## src/rtl/calc_pkg.sv

```systemverilog
// Shared definitions for the calculator sequencer: key codes, ALU opcodes,
// sequencer states and the signed operand range limits.
// No logic; imported by calc_entry and calc_sequencer.
package calc_pkg;

    // key_type encodings from the key decoder
    localparam logic [2:0] KEY_DIGIT  = 3'd0;
    localparam logic [2:0] KEY_SIGN   = 3'd1;
    localparam logic [2:0] KEY_OP     = 3'd2;
    localparam logic [2:0] KEY_EQUALS = 3'd3;
    localparam logic [2:0] KEY_CLEAR  = 3'd4;

    // alu_op encodings; NOT is unary and only uses operand A
    localparam logic [2:0] OP_ADD = 3'd0;
    localparam logic [2:0] OP_AND = 3'd1;
    localparam logic [2:0] OP_OR  = 3'd2;
    localparam logic [2:0] OP_XOR = 3'd3;
    localparam logic [2:0] OP_NOT = 3'd4;

    typedef enum logic [2:0] {
        S_A,
        S_B,
        S_EXEC,
        S_SHOW,
        S_ERR
    } state_e;

    // largest magnitudes representable in a 10-bit two's complement operand
    localparam int POS_LIMIT = 511;
    localparam int NEG_LIMIT = 512;

endpackage

```

## src/rtl/calc_entry.sv

```systemverilog
// Operand entry: accumulates decimal digits and a sign into a signed value.
// Latency: value/range_ok reflect a key one cycle after its strobe.
// Backpressure: none; excess or out-of-range digits are silently dropped.
// Ports: clk/reset; clr (sync clear, wins over digit/sign); digit_en+digit,
//        sign_en (toggle); value (signed DATA_W), count_zero, range_ok.
module calc_entry
    import calc_pkg::*;
#(
    parameter int DATA_W     = 10,
    parameter int MAX_DIGITS = 3
) (
    input  logic              clk,
    input  logic              reset,
    input  logic              clr,
    input  logic              digit_en,
    input  logic              sign_en,
    input  logic [3:0]        digit,
    output logic [DATA_W-1:0] value,
    output logic              count_zero,
    output logic              range_ok
);
    localparam int CNT_W = $clog2(MAX_DIGITS + 1);
    localparam logic [CNT_W-1:0]  CNT_MAX = CNT_W'(MAX_DIGITS);
    localparam logic [DATA_W-1:0] POS_LIM = DATA_W'(POS_LIMIT);
    localparam logic [DATA_W-1:0] NEG_LIM = DATA_W'(NEG_LIMIT);

    logic [DATA_W-1:0] mag_q;
    logic              sign_q;
    logic [CNT_W-1:0]  cnt_q;
    logic              accept;

    assign accept = digit_en && (digit <= 4'd9) && (cnt_q < CNT_MAX);

    always_ff @(posedge clk or posedge reset) begin
        if (reset) begin
            mag_q  <= '0;
            sign_q <= 1'b0;
            cnt_q  <= '0;
        end else if (clr) begin
            mag_q  <= '0;
            sign_q <= 1'b0;
            cnt_q  <= '0;
        end else begin
            if (accept) begin
                // MAX_DIGITS decimal digits (999) still fit in DATA_W unsigned bits
                mag_q <= mag_q * DATA_W'(10) + DATA_W'(digit);
                cnt_q <= cnt_q + CNT_W'(1);
            end
            if (sign_en) begin
                sign_q <= ~sign_q;
            end
        end
    end

    assign value      = sign_q ? -mag_q : mag_q;
    assign count_zero = (cnt_q == '0);
    // negative side reaches one further than positive (two's complement)
    assign range_ok   = sign_q ? (mag_q <= NEG_LIM) : (mag_q <= POS_LIM);

endmodule

```

## src/rtl/calc_sequencer.sv

```systemverilog
// Calculator control FSM: builds operands/opcode from keys, runs one ALU op.
// Latency: alu_start one cycle after the committing key; result shown the cycle after alu_done.
// Backpressure: none; keys outside their valid state, or coincident with alu_done, are dropped.
// Ports: clk/reset; key_valid/key_type/key_val from the key decoder;
//        alu_a/alu_b/alu_op/alu_start to the ALU, alu_done/alu_result/alu_error back;
//        disp_value to the display scanner; error (sticky until CLEAR); busy (in S_EXEC).
module calc_sequencer
    import calc_pkg::*;
#(
    parameter int DATA_W     = 10,
    parameter int MAX_DIGITS = 3,
    parameter int TIMEOUT    = 16
) (
    input  logic              clk,
    input  logic              reset,
    input  logic              key_valid,
    input  logic [2:0]        key_type,
    input  logic [3:0]        key_val,
    output logic [DATA_W-1:0] alu_a,
    output logic [DATA_W-1:0] alu_b,
    output logic [2:0]        alu_op,
    output logic              alu_start,
    input  logic              alu_done,
    input  logic [DATA_W-1:0] alu_result,
    input  logic              alu_error,
    output logic [DATA_W-1:0] disp_value,
    output logic              error,
    output logic              busy
);
    localparam int TMO_W = $clog2(TIMEOUT + 1);
    localparam logic [TMO_W-1:0] TMO_MAX = TMO_W'(TIMEOUT);

    state_e            state, next_state;
    logic [TMO_W-1:0]  tmo_q;
    logic [DATA_W-1:0] res_q;
    logic [DATA_W-1:0] entry_value;
    logic              entry_zero, entry_ok;

    logic is_clear, key_ok, k_digit, k_sign, k_op, k_eq;
    logic op_legal, op_unary, digit_legal;
    logic ld_a_entry, ld_a_res, ld_op, ld_b, ld_res;
    logic entry_clr, digit_en, sign_en, clr_all;

    // CLEAR is honoured even alongside alu_done; every other key loses to it
    assign is_clear    = key_valid && (key_type == KEY_CLEAR);
    assign key_ok      = key_valid && !alu_done;
    assign k_digit     = key_ok && (key_type == KEY_DIGIT);
    assign k_sign      = key_ok && (key_type == KEY_SIGN);
    assign k_op        = key_ok && (key_type == KEY_OP);
    assign k_eq        = key_ok && (key_type == KEY_EQUALS);
    assign op_legal    = (key_val <= {1'b0, OP_NOT});
    assign op_unary    = (key_val == {1'b0, OP_NOT});
    assign digit_legal = (key_val <= 4'd9);

    calc_entry #(
        .DATA_W     (DATA_W),
        .MAX_DIGITS (MAX_DIGITS)
    ) u_entry (
        .clk        (clk),
        .reset      (reset),
        .clr        (entry_clr),
        .digit_en   (digit_en),
        .sign_en    (sign_en),
        .digit      (key_val),
        .value      (entry_value),
        .count_zero (entry_zero),
        .range_ok   (entry_ok)
    );

    always_ff @(posedge clk or posedge reset) begin
        if (reset) begin
            state <= S_A;
        end else begin
            state <= next_state;
        end
    end

    always_comb begin
        next_state = state;
        ld_a_entry = 1'b0;
        ld_a_res   = 1'b0;
        ld_op      = 1'b0;
        ld_b       = 1'b0;
        ld_res     = 1'b0;
        entry_clr  = 1'b0;
        digit_en   = 1'b0;
        sign_en    = 1'b0;
        clr_all    = 1'b0;

        if (is_clear) begin
            next_state = S_A;
            clr_all    = 1'b1;
            entry_clr  = 1'b1;
        end else begin
            case (state)
                S_A: begin
                    digit_en = k_digit;
                    sign_en  = k_sign;
                    if (k_op && op_legal) begin
                        entry_clr = 1'b1;
                        if (!entry_ok) begin
                            next_state = S_ERR;
                        end else begin
                            ld_a_entry = 1'b1;
                            ld_op      = 1'b1;
                            next_state = op_unary ? S_EXEC : S_B;
                        end
                    end
                end
                S_B: begin
                    digit_en = k_digit;
                    sign_en  = k_sign;
                    // operator may be changed only before B has any digits
                    if (k_op && op_legal && entry_zero) begin
                        ld_op = 1'b1;
                    end
                    if (k_eq) begin
                        entry_clr = 1'b1;
                        if (!entry_ok) begin
                            next_state = S_ERR;
                        end else begin
                            ld_b       = 1'b1;
                            next_state = S_EXEC;
                        end
                    end
                end
                S_EXEC: begin
                    if (alu_done) begin
                        if (alu_error) begin
                            next_state = S_ERR;
                        end else begin
                            ld_res     = 1'b1;
                            next_state = S_SHOW;
                        end
                    end else if (tmo_q == TMO_MAX) begin
                        next_state = S_ERR;
                    end
                end
                S_SHOW: begin
                    // entry is already empty here, so the digit starts a fresh operand
                    if (k_digit && digit_legal) begin
                        digit_en   = 1'b1;
                        next_state = S_A;
                    end else if (k_op && op_legal) begin
                        ld_a_res   = 1'b1;
                        ld_op      = 1'b1;
                        next_state = op_unary ? S_EXEC : S_B;
                    end
                end
                S_ERR: begin
                    next_state = S_ERR;
                end
                default: begin
                    next_state = S_A;
                end
            endcase
        end
    end

    always_ff @(posedge clk or posedge reset) begin
        if (reset) begin
            alu_a     <= '0;
            alu_b     <= '0;
            alu_op    <= '0;
            res_q     <= '0;
            alu_start <= 1'b0;
            tmo_q     <= '0;
        end else begin
            if (clr_all) begin
                alu_a  <= '0;
                alu_b  <= '0;
                alu_op <= '0;
                res_q  <= '0;
            end else begin
                if (ld_a_entry) begin
                    alu_a <= entry_value;
                end else if (ld_a_res) begin
                    alu_a <= res_q;
                end
                if (ld_op) begin
                    alu_op <= key_val[2:0];
                end
                if (ld_b) begin
                    alu_b <= entry_value;
                end
                if (ld_res) begin
                    res_q <= alu_result;
                end
            end
            // pulse only on the transition into S_EXEC
            alu_start <= (next_state == S_EXEC) && (state != S_EXEC);
            // tmo_q counts cycles since alu_start; 0 on the start cycle itself
            tmo_q     <= ((state == S_EXEC) && (next_state == S_EXEC)) ? tmo_q + TMO_W'(1) : '0;
        end
    end

    always_comb begin
        disp_value = '0;
        case (state)
            S_A, S_B:      disp_value = entry_value;
            S_EXEC, S_SHOW: disp_value = res_q;
            default:       disp_value = '0;
        endcase
    end

    assign error = (state == S_ERR);
    assign busy  = (state == S_EXEC);

endmodule

```

## config.mk

```make
export PLATFORM = sky130hd
export DESIGN_NAME = calc_sequencer
export DESIGN_NICKNAME = d
export VERILOG_FILES = /design/src/rtl/calc_pkg.sv /design/src/rtl/calc_entry.sv /design/src/rtl/calc_sequencer.sv
export SDC_FILE = /design/constraint.sdc
export NUM_CORES = 1
export LEC_CHECK = 0
export BUFFER_PORTS_ARGS = -buffer_cell sky130_fd_sc_hd__buf_2
export CORE_MARGIN = 3
export CORE_UTILIZATION = 31
export CTS_BUF_LIST = sky130_fd_sc_hd__clkbuf_8
export DETAILED_ROUTE_END_ITERATION = 10
export SYNTH_ARGS = -nofsm -noshare
export SYNTH_HDL_FRONTEND = slang
export SYNTH_SLANG_ARGS = --single-unit
```

## constraint.sdc

```tcl
create_clock -name clk -period 3 [get_ports clk]
set_input_delay 0.75 -clock clk [delete_from_list [all_inputs] [get_ports clk]]
set_output_delay 0.75 -clock clk [all_outputs]
set_load 0.02 [all_outputs]
```

==> flow_metrics.py <==
metrics = {
    "grt": {
        "grt_max_degree": 56,
        "track_usage_pct": 14.72,
        "grt_pass1_wl_mm": 14.99,
        "overflow": 0,
        "antenna_found_initial": 0,
        "grt_pass1_vias": 2905,
    },
    "synth": {
        "synth_fp_nets": 425,
        "synth_edf_count": 0,
        "synth_area_um2": 3405,
        "synth.distinct_cells": 47,
        "yosysTopAreaCellShare_pct": 40.43,
        "synthArstFlopShare_pct": 100.0,
        "yosysSeqAreaShare_pct": 40.43,
        "ys_warn_count": 0,
        "ys_ff_latch": 55,
        "synth_top_cell_by_area": "dfrtp_1",
        "avgSynthCellArea_um2": 8.912,
        "ys.flop_type": "dfrtp_1",
        "synth_area_leaders": "dfrtp_1 (40%), ha_1 (7.0%), nand3_1 (5.9%), a21oi_1 (4.9%), o21ai_0 (4.1%)",
        "synthCells": 382,
    },
    "final_layout": {
        "stdcell_count": 582,
        "antenna_cells": 0,
        "syn2layout_area_growth_pct": 18.67,
        "drive_gt1_share_pct": 22.65,
        "fill_cells": 1071,
        "fin_util_pct": 38.45,
        "nNetsFinal": 488,
        "fin_area_um2": 4040,
    },
    "floorplan": {
        "die-area_um2": 12280,
        "die_w_um": 110.8,
        "dieHeight_um": 110.8,
        "io_pins": 58,
        "coreArea_um2": 10510,
        "initial_core_util_pct": 32.40,
        "rows": 37,
    },
    "clock_tree": {
        "cts-hold-fix-buffers": 0,
        "root_buffer": "clkbuf_8",
        "clk_pin_slew_worst_paths_ns": 0.11,
        "cts.sinks": 55,
        "htreeDepth": 2,
        "numCtsBuffers": 5,
        "cts_tree": "done",
        "insertion_delay_ns": 0.31,
        "clockBufferDepth": 2,
    },
    "drt": {
        "drc_errors": 0,
        "ant_nets": 0,
        "wl_mm": 9.083,
        "wl_per_cell_um": 15.61,
        "firstDrtPassIters": 4,
        "avgViaCountPerCell": 5.091,
        "vias": 2963,
        "initialDrtViolationCount": 220,
    },
    "sta": {
        "worstMarginPinSlew_ns": 0.7363,
        "setup_slack_ns": 0.1669,
        "report.final.setup_viol": 0,
        "fin_crit_sh_pct": 94.44,
        "maxSlewViolCount": 0,
        "clock_skew_ns": 0.006115,
        "holdWs_ns": 0.5053,
        "period_needed_ns": 2.833,
        "grt_setup_unrepaired": "false",
        "fin_setup_tns_ns": 0,
        "max_freq_ghz": 0.3530,
        "hold_viol": 0,
        "relSlewSlack_pct": 50.40,
    },
    "placement": {
        "dpl-instance-area_um2": 3854,
        "post-place-ws_ns": 0.2595,
        "place_congestion": 0.8412,
        "numPortBuffers": 57,
        "dpl.hpwl_mm": 6.699,
        "dp_cells": 565,
    },
    "critical_path": {
        "worstPathCellList": "inv_1 -> ha_1 -> nor2b_2 -> nand2_1 -> o31ai_2 -> xor2_1 -> o21a_1 -> nor2_1 -> buf_2",
        "critPathKind": "flop to output pin",
        "crit_arrival_ns": 2.08,
        "critPathSlowestCell": "dfrtp_2",
        "cp_num_buf_inv": 2,
        "critical_path_required_ns": 2.25,
        "start_kind": "flop",
        "worstSetupEndpointType": "output pin",
        "critical_path.top_delay_family": "flip-flops",
        "cp_slowest_stage_delay_ns": 0.45,
        "cp_max_fo": 6,
    },
    "pwr": {
        "power_leakage_nw": 2.037,
        "ir_worst_vdd_mv": 0.2158,
        "powerDensity_nw_per_um2": 474.8,
        "p_total_mw": 1.918,
    },
    "run_status": {
        "outcome": "finished clean",
    },
    "run": {
        "max_cap_viol_count": 0,
    },
    "hold_path": {
        "min_path_type": "flop to flop",
    },
}
flip-flops by register name, indices dropped and copies added, names as in the netlist:
name,cells
alu_a,10
alu_b,10
res_q,10
u_entry.mag_q,10
tmo_q,5
alu_op,3
state,3
u_entry.cnt_q,2
alu_start,1
u_entry.sign_q,1
cell type report:
cell class / count / area (µm²) / share of cell area (%)
clock buffers: 5 / 68.82 / 1.703
inverters: 19 / 71.32 / 1.765
multi-input cells: 287 / 1894 / 46.89
well taps: 136 / 170.2 / 4.212
clock inverters: 3 / 20.02 / 0.4955
flip-flops and latches: 55 / 1380 / 34.16
repair buffers: 77 / 435.4 / 10.78
logic make-up (layout without fill, tap and decap cells):
kind of cell,after synthesis,in the layout,synth area share (%)
AO/OA/AOI/OAI,83,83,14.15
XOR/XNOR,24,24,6.578
adder cells (fa/ha/maj),21,21,8.159
buffers and inverters,40,104,4.704
flip-flops,55,55,40.43
multiplexers,12,12,3.528
AND/OR/NAND/NOR,147,147,22.46
worst reg2reg max path, delay by kind of cell (launching register included):
family,cells,cell delay [ns]
buffers and inverters,2,0.21
AND/OR/NAND/NOR,2,0.39
XOR/XNOR,2,0.64
flip-flops,1,0.46
adder cells (fa/ha/maj),3,0.82
AO/OA/AOI/OAI,1,0.14
power breakdown:
| part | internal [mW] | switching [mW] |
|---|---|---|
| Combinational | 0.258 | 0.341 |
| Sequential | 0.794 | 0.0880 |
| Clock | 0.166 | 0.271 |
cells in the final DEF, fill, tap and decap left out, types with 2 or more instances in the layout:
cell type / Yosys / layout
nor3b_1: 4 / 3
o21a_1: 4 / 4
nand4_1: 3 / 3
dfrtp_1: 55 / 52
xnor2_1: 13 / 13
clkbuf_8: 0 / 5
nor3b_2: 1 / 2
a21o_1: 3 / 3
buf_2: 2 / 57
a311oi_1: 2 / 2
inv_1: 19 / 19
fa_1: 2 / 2
ha_1: 19 / 19
and2_1: 3 / 3
nor2_1: 29 / 29
nand3_1: 40 / 40
dfrtp_2: 0 / 3
nand2_1: 32 / 32
nand2b_1: 3 / 3
and3_1: 12 / 12
a21boi_0: 2 / 2
nor3_1: 4 / 4
xor2_1: 10 / 10
nor3_2: 5 / 4
buf_4: 0 / 20
a21oi_1: 33 / 33
o21ai_0: 28 / 28
mux2i_1: 12 / 12
nor2b_1: 3 / 2
a22oi_1: 2 / 2
synthesized netlist by cell type, types with 3 or more instances:
cell	count
nor2b_1	3
ha_1	19
mux2i_1	12
nand3_1	40
nor2_1	29
a21oi_1	33
o21a_1	4
and3_1	12
a21o_1	3
nand2_1	32
nand2b_1	3
clkbuf_1	14
and2_1	3
xor2_1	10
xnor2_1	13
dfrtp_1	55
nor3_2	5
nor3_1	4
inv_1	19
o21ai_0	28
nand4_1	3
nor3b_1	4
buf_1	4
final timing paths:
kind	start	end	slack (ns)	cells after the start
max in group asynchronous	reset	u_entry.mag_q[4]	1.84	3
min reg2reg	alu_b[1]	alu_b[1]	0.51	2
min in group asynchronous	reset	alu_start	0.62	3
min	alu_b[1]	alu_b[1]	0.51	2
max reg2reg	u_entry.mag_q[1]	u_entry.mag_q[9]	0.27	10
max	u_entry.mag_q[0]	disp_value[8]	0.17	9
routing by layer:
layer	part of all wire, %	routed length (µm)	global-route usage [%]
met5	0	0	0
met4	0.86	78	2.709
met3	6.1	552	3.166
met2	47	4256	23.71
met1	46	4197	20.56
what timing repair did:
action,in CTS,in global routing
resized for setup,1,7
pin swaps,0,0
endpoints found under the setup margin,2,3
setup buffers,1,8
Note: power is estimated with default switching activity, not from simulation.
